[src/rtl/demux_pkg.sv]
// demux_pkg: constants shared by demux_stream and its channel buffers.
// The transfer counters exist only when DEMUX_STREAM_CNT_EN is defined.
package demux_pkg;

    localparam int unsigned      CNT_W   = 16;
    localparam logic [CNT_W-1:0] CNT_MAX = 16'hFFFF;

    // Saturating increment: holds at CNT_MAX instead of wrapping.
    function automatic logic [CNT_W-1:0] cnt_sat_inc(input logic [CNT_W-1:0] c);
        return (c == CNT_MAX) ? c : c + CNT_W'(1);
    endfunction

endpackage

[src/rtl/demux_chan_buf.sv]
// demux_chan_buf: one-entry output buffer for a single demux channel.
// Optional transfer counter when DEMUX_STREAM_CNT_EN is defined.
module demux_chan_buf
    import demux_pkg::*;
#(
    parameter int unsigned WIDTH = 8
) (
    input  logic             clk,
    input  logic             rst_n,
    input  logic             load,
    input  logic [WIDTH-1:0] wdata,
    output logic             valid,
    input  logic             ready,
    output logic [WIDTH-1:0] rdata
`ifdef DEMUX_STREAM_CNT_EN
    ,
    output logic [CNT_W-1:0] cnt
`endif
);

    logic             valid_q;
    logic [WIDTH-1:0] data_q;

    // A load wins over a drain, so drain+load keeps the entry full with the new word.
    always_ff @(posedge clk or negedge rst_n) begin
        if (!rst_n) begin
            valid_q <= 1'b0;
            data_q  <= '0;
        end else if (load) begin
            valid_q <= 1'b1;
            data_q  <= wdata;
        end else if (ready) begin
            valid_q <= 1'b0;
        end
    end

    assign valid = valid_q;
    assign rdata = data_q;

`ifdef DEMUX_STREAM_CNT_EN
    logic [CNT_W-1:0] cnt_q;

    // Count completed output transfers, saturating.
    always_ff @(posedge clk or negedge rst_n) begin
        if (!rst_n) begin
            cnt_q <= '0;
        end else if (valid_q && ready) begin
            cnt_q <= cnt_sat_inc(cnt_q);
        end
    end

    assign cnt = cnt_q;
`endif

endmodule

[src/rtl/demux_stream.sv]
// demux_stream: routes a valid/ready input stream to one of NCH buffered
// output channels chosen by sel. Out-of-range selects are dropped and flag
// the sticky err bit. Define DEMUX_STREAM_CNT_EN to add per-channel
// transfer counters on port cnt.
module demux_stream
    import demux_pkg::*;
#(
    parameter int unsigned WIDTH = 8,
    parameter int unsigned NCH   = 4,
    parameter int unsigned SELW  = $clog2(NCH)
) (
    input  logic                 clk,
    input  logic                 rst_n,
    input  logic                 in_valid,
    output logic                 in_ready,
    input  logic [WIDTH-1:0]     in,
    input  logic [SELW-1:0]      sel,
    output logic [NCH-1:0]       y_valid,
    input  logic [NCH-1:0]       y_ready,
    output logic [NCH*WIDTH-1:0] y,
`ifdef DEMUX_STREAM_CNT_EN
    output logic [NCH*CNT_W-1:0] cnt,
`endif
    output logic                 err
);

    logic [NCH-1:0] ch_open;
    logic [NCH-1:0] load;
    logic           sel_oob;
    logic           err_q;

    assign sel_oob = (32'(sel) >= NCH);

    // Steer the accept to the selected channel; out-of-range selects always accept.
    always_comb begin
        in_ready = 1'b1;
        load     = '0;
        for (int k = 0; k < NCH; k++) begin
            if (sel == SELW'(k)) begin
                in_ready = ch_open[k];
                load[k]  = in_valid && ch_open[k];
            end
        end
    end

    // Sticky error on any offered word with an out-of-range select.
    always_ff @(posedge clk or negedge rst_n) begin
        if (!rst_n) begin
            err_q <= 1'b0;
        end else if (in_valid && sel_oob) begin
            err_q <= 1'b1;
        end
    end

    assign err = err_q;

    for (genvar k = 0; k < NCH; k++) begin : g_chan
        // A channel can take a word when empty or being drained this cycle.
        assign ch_open[k] = !y_valid[k] || y_ready[k];

        demux_chan_buf #(
            .WIDTH(WIDTH)
        ) u_buf (
            .clk   (clk),
            .rst_n (rst_n),
            .load  (load[k]),
            .wdata (in),
            .valid (y_valid[k]),
            .ready (y_ready[k]),
            .rdata (y[k*WIDTH +: WIDTH])
`ifdef DEMUX_STREAM_CNT_EN
            ,
            .cnt   (cnt[k*CNT_W +: CNT_W])
`endif
        );
    end

endmodule

[config.mk]
export PLATFORM = sky130hd
export DESIGN_NAME = demux_stream
export DESIGN_NICKNAME = d
export VERILOG_FILES = /design/src/rtl/demux_pkg.sv /design/src/rtl/demux_chan_buf.sv /design/src/rtl/demux_stream.sv
export SDC_FILE = /design/constraint.sdc
export NUM_CORES = 1
export LEC_CHECK = 0
export CORE_MARGIN = 2
export CORE_UTILIZATION = 28
export DETAILED_ROUTE_END_ITERATION = 12
export HOLD_SLACK_MARGIN = 0.1
export PLACE_DENSITY_LB_ADDON = 0.12
export SETUP_SLACK_MARGIN = 0.5
export SYNTH_ARGS = -nofsm -noshare
export SYNTH_HDL_FRONTEND = slang
export SYNTH_SLANG_ARGS = --single-unit
[constraint.sdc]
create_clock -name clk -period 2.4 [get_ports clk]
set_input_delay 0.6 -clock clk [delete_from_list [all_inputs] [get_ports clk]]
set_output_delay 0.6 -clock clk [all_outputs]
set_load 0.01 [all_outputs]
### Word level (Yosys, flattened, before mapping)

Index checks and enable logic that the tools add are counted.

| cells by class | value |
|---|---|
| equal/unequal tests | 3 |
| reductions and logical operators | 17 |
| muxes and demuxes | 16 |

Operator list:

| kind | number |
|---|---|
| $mux 1 | 16 |
| $reduce_bool 2->1 | 4 |
| $eq 2x2->1 const B | 2 |
| $logic_and 1x1->1 | 4 |
| $logic_not 1->1 | 4 |
| $logic_or 1x1->1 | 4 |
| $eq 2x1->1 const B | 1 |
| $logic_not 2->1 | 1 |

| storage, ports and cells | value |
|---|---|
| register bits after elaboration | 36 |
| input bits | 17 |
| output and inout port bits | 38 |
| logic and storage cells | 44 |

### Depth between registers and ports, before layout

| depth | value |
|---|---|
| word-level depth | 6 |
| depth in mapped cells | 5 |
| gate-level depth less buffers | 3 |

### Hierarchy

Synthesis repeated with hierarchy kept, for this count alone.

| unflattened totals | value |
|---|---|
| cells, all modules | 98 |
| area, all modules | 1595.3 sq um |

By module, submodules not included:

| module | area each (sq um) | instances | seq. area each (sq um) | cells an instance |
|---|---|---|---|---|
| demux_chan_buf | 369.1 | 4 | 225.2 | 20 |
| demux_stream | 118.9 | 1 | 0.0 | 18 |

### Worst setup path after synthesis

Ideal clock, no wire load.

| path | value |
|---|---|
| path type | input to output |
| start point | input port sel[0] |
| end point | output port in_ready |
| stages | 2 |
| slack | 504 ps |
| buffers on the path | 1 |
| required time | 1800 ps |
| data arrival time | 1296 ps |
| cells stage by stage | buf_2 -> mux4_2 |

| between the ends | value |
|---|---|
| cells in the longest elaborated chain, start to end | 5 |
| elaborated cells between the ends (all ways) | 8 |
| classes of those cells | eq/ne (3); mux (4); reduce/logical (1) |

RTL lines:

| item | line | text |
|---|---|---|
| start, declared | demux_stream.sv:17 | `input logic [SELW-1:0] sel,` |
| $logic_not 2->1 | demux_stream.sv:39 | `if (sel == SELW'(k)) begin` |
| $mux 1 (3 in series) | demux_stream.sv:39 |  |
| $mux 1 * | demux_stream.sv:39 |  |
| end, declared | demux_stream.sv:15 | `output logic in_ready,` |

Mark *: on every way between the ends. The rest lies on a longest branch, timed or not.

### Worst setup path in the final report

| path | value |
|---|---|
| start point | input port y_ready[3] |
| end point | output port in_ready |

| between the ends | value |
|---|---|
| cells in the longest elaborated chain, start to end | 2 |

RTL lines:

| item | line | text |
|---|---|---|
| start, declared | demux_stream.sv:19 | `input logic [NCH-1:0] y_ready,` |
| $logic_or 1x1->1 | demux_stream.sv:59 | `assign ch_open[k] = !y_valid[k] \|\| y_ready[k];` |
| $mux 1 | demux_stream.sv:39 |  |

No other way between the ends.

==> flow_metrics.env <==
export IMPL_cts_hold_buf=0
export IMPL_yosysTopAreaCell="dfrtp_1"
export IMPL_first_pass_iters=4
export IMPL_path_cells="buf_6 -> nand2b_4 -> mux4_2 -> buf_6"
export IMPL_grt_pass1_vias=996
export IMPL_critPathMaxFanout=2
export IMPL_critical_path_class="in -> out"
export IMPL_netlist_top_cells_count="dfrtp_1 (36), mux2_2 (32), buf_4 (5), nand2_1 (5), nand2b_1 (4)"
export IMPL_synth_edf_count=0
export IMPL_cp_num_buf_inv=2
export IMPL_fin_crit_ps=2024
export IMPL_port_buffers=53
export IMPL_fin_ws_ps=375.8
export IMPL_timing_max_slew_rel_slack=0.4517
export IMPL_max_slew_worst_pin_slew_ps=822.5
export IMPL_fin_skew_ps=5.180
export IMPL_cts_path_max_buffers=2
export IMPL_r2r_cells=6
export IMPL_cts_root_buffer="clkbuf_8"
export IMPL_synthTopCellsByArea="dfrtp_1 (62%), mux2_2 (25%), buf_4 (2.6%)"
export IMPL_setup_viol=0
export IMPL_grt_pass1_wl_um=5050
export IMPL_grt_setup_unrepaired="yes"
export IMPL_overflow=0
export IMPL_htree_levels=2
export IMPL_antenna_found_initial=0
export IMPL_via_count=970
export IMPL_numCtsBuffers=5
export IMPL_hpwl_um=2282
export IMPL_drtIter0Drc=19
export IMPL_seq_area_frac_synth=0.6245
export IMPL_fillers=498
export IMPL_fmaxAchievable_ghz=0.4940
export IMPL_grt_usage=0.1249
export IMPL_worstPathArrival_ps=1420
export IMPL_io_pins=55
export IMPL_cts_tree="done"
export IMPL_ir_drop_uv=364.2
export IMPL_routed_via_density=4.254
export IMPL_nNetsFinal=174
export IMPL_dp_slack_ps=-330.7
export IMPL_synth_most_common_cell="dfrtp_1"
export IMPL_crit_slowest_cell="mux4_2"
export IMPL_hold_class="in -> async"
export IMPL_fp_dieW_um=75.78
export IMPL_clock_latency_ps=280
export IMPL_drive_above_1_share=0.4114
export IMPL_finalCritPeriodShare=0.8434
export IMPL_utilization=0.4417
export IMPL_cap_violations=0
export IMPL_required_ps=1800
export IMPL_avgSynthCellArea_um2=15.35
export IMPL_core_area_um2=5042
export IMPL_grt_start_max_net_pins=37
export IMPL_crit_top_cell="buf_6"
export IMPL_clk_pin_slew_ps=70
export IMPL_synthCells=94
export IMPL_remaining_drc_errors=0
export IMPL_ys_ff_latch=36
export IMPL_p_leak_nw=0.9664
export IMPL_die_area_um2=5743
export IMPL_reg2reg_from="g_chan[1].u_buf.valid$_DFFE_PN0P_"
export IMPL_slowest_delay_ps=470
export IMPL_synth_fp_nets=111
export IMPL_synth_top_area_frac=0.6245
export IMPL_synth_warnings=0
export IMPL_ys_flop_type="dfrtp_1"
export IMPL_fin_setup_tns_ps=0
export IMPL_critPathLaunchType="input port"
export IMPL_power_density_nw_per_um2=779.7
export IMPL_cpLargestDelayFamily="multiplexers"
export IMPL_ys_types=14
export IMPL_gp_congestion=0.7088
export IMPL_end_kind="primary output"
export IMPL_die_h_um=75.78
export IMPL_r2r_slack_ps=940
export IMPL_hold_viol=0
export IMPL_area_delta_synth_final_pct=54.38
export IMPL_antenna_cells=0
export IMPL_drv_slew=0
export IMPL_status="finished, final reports clean"
export IMPL_syn_cell_area_um2=1443
export IMPL_drt_total_wl_um=3312
export IMPL_wire_per_inst_um=14.53
export IMPL_async_reset_ff_frac=1.000
export IMPL_antenna_left=0
export IMPL_std_cell_rows=26
export IMPL_start_util=0.2861
export IMPL_clkSinkCount=36
export IMPL_r2r_end="g_chan[1].u_buf.rdata[0]$_DFFE_PN0P_"
==> registers in the layout, summed over array words and instances, names as in the netlist <==
| signal | count |
|---|---|
| g_chan.u_buf.valid | 4 |
| g_chan.u_buf.rdata | 32 |
==> worst reg2reg max path, stage by stage (launching register included) <==
cell and delay, ps:
dfrtp_1 410, nand2b_4 80, buf_4 100, buf_4 90, and3_1 200, buf_12 150
mux2_2 330
==> cells in the final DEF (no fill, tap or decap) <==
cell | synthesis | layout
nand3_1 | 1 | 1
dlymetal6s2s_1 | 0 | 1
clkbuf_1 | 0 | 1
nand2_1 | 5 | 5
clkbuf_8 | 0 | 6
buf_6 | 0 | 5
nand3b_2 | 1 | 1
conb_1 | 1 | 1
and3_1 | 1 | 1
nor3b_4 | 1 | 1
o21ai_0 | 1 | 1
dfrtp_1 | 36 | 36
nor2b_2 | 0 | 1
clkdlybuf4s50_1 | 0 | 44
buf_12 | 0 | 1
mux4_2 | 1 | 1
clkinvlp_4 | 0 | 1
nand2b_4 | 0 | 4
buf_4 | 5 | 10
nor2b_1 | 2 | 1
mux2_2 | 32 | 32
dlygate4sd2_1 | 0 | 1
buf_2 | 3 | 2
==> logic make-up after synthesis <==
group | count (synthesis) | synth area share
buf+inv | 8 | 0.03643
flops | 36 | 0.6245
other cells | 1 | 0.002599
compound gates | 1 | 0.003466
mux | 33 | 0.2654
simple gates | 15 | 0.06765
==> stage by stage <==
stage / std cells / area [um^2] / power (W) / hold slack, ps
floorplan: 94 / 1443 / 0.0009881 / 304.4
global placement: 217 / 2076 / 0.001299 / 488.6
detailed placement: 217 / 2076 / 0.001309 / 494.6
CTS: 228 / 2222 / 0.001776 / 431.4
global route: 228 / 2227 / 0.001851 / 461.4
finish: 228 / 2227 / 0.001736 / 412.3
==> layout make-up <==
type	count	area (um^2)	area share
Sequential cell	36	900.9	0.4045
Timing Repair Buffer	64	623.1	0.2798
Multi-Input combinational cell	50	521.8	0.2343
Tap cell	70	87.58	0.03933
Clock buffer	7	86.33	0.03876
Clock inverter	1	7.507	0.003371
==> layer usage <==
layer,track usage,routed length (um)
met4,0.04094,11
met5,0,0
met1,0.1512,1392
met2,0.2011,1666
met3,0.05291,241
==> worst max-delay path by stage <==
stage	from	end	slack (ps)	cells after the start
global route	y_ready[3]	in_ready	360	4
detailed placement	y_ready[1]	in_ready	-330	4
finish	y_ready[3]	in_ready	380	4
CTS	y_ready[3]	in_ready	370	4
global placement	y_ready[3]	in_ready	-310	4
floorplan	sel[0]	in_ready	500	2
==> where the power goes <==
| part | switching (W) | total [W] | internal [W] |
|---|---|---|---|
| Combinational | 0.000180 | 0.000512 | 0.000332 |
| Clock | 0.000204 | 0.000437 | 0.000233 |
| Sequential | 0.0000617 | 0.000788 | 0.000726 |
| Total | 0.000445 | 0.00174 | 0.00129 |
==> repair_timing <==
item	4_1_cts	5_1_grt
endpoints found under the hold margin	0	0
pin swaps	0	0
resized for setup	30	2
setup endpoints to repair	9	18
buffers inserted	3	0
No activity file was read; power rests on OpenSTA's default activity.
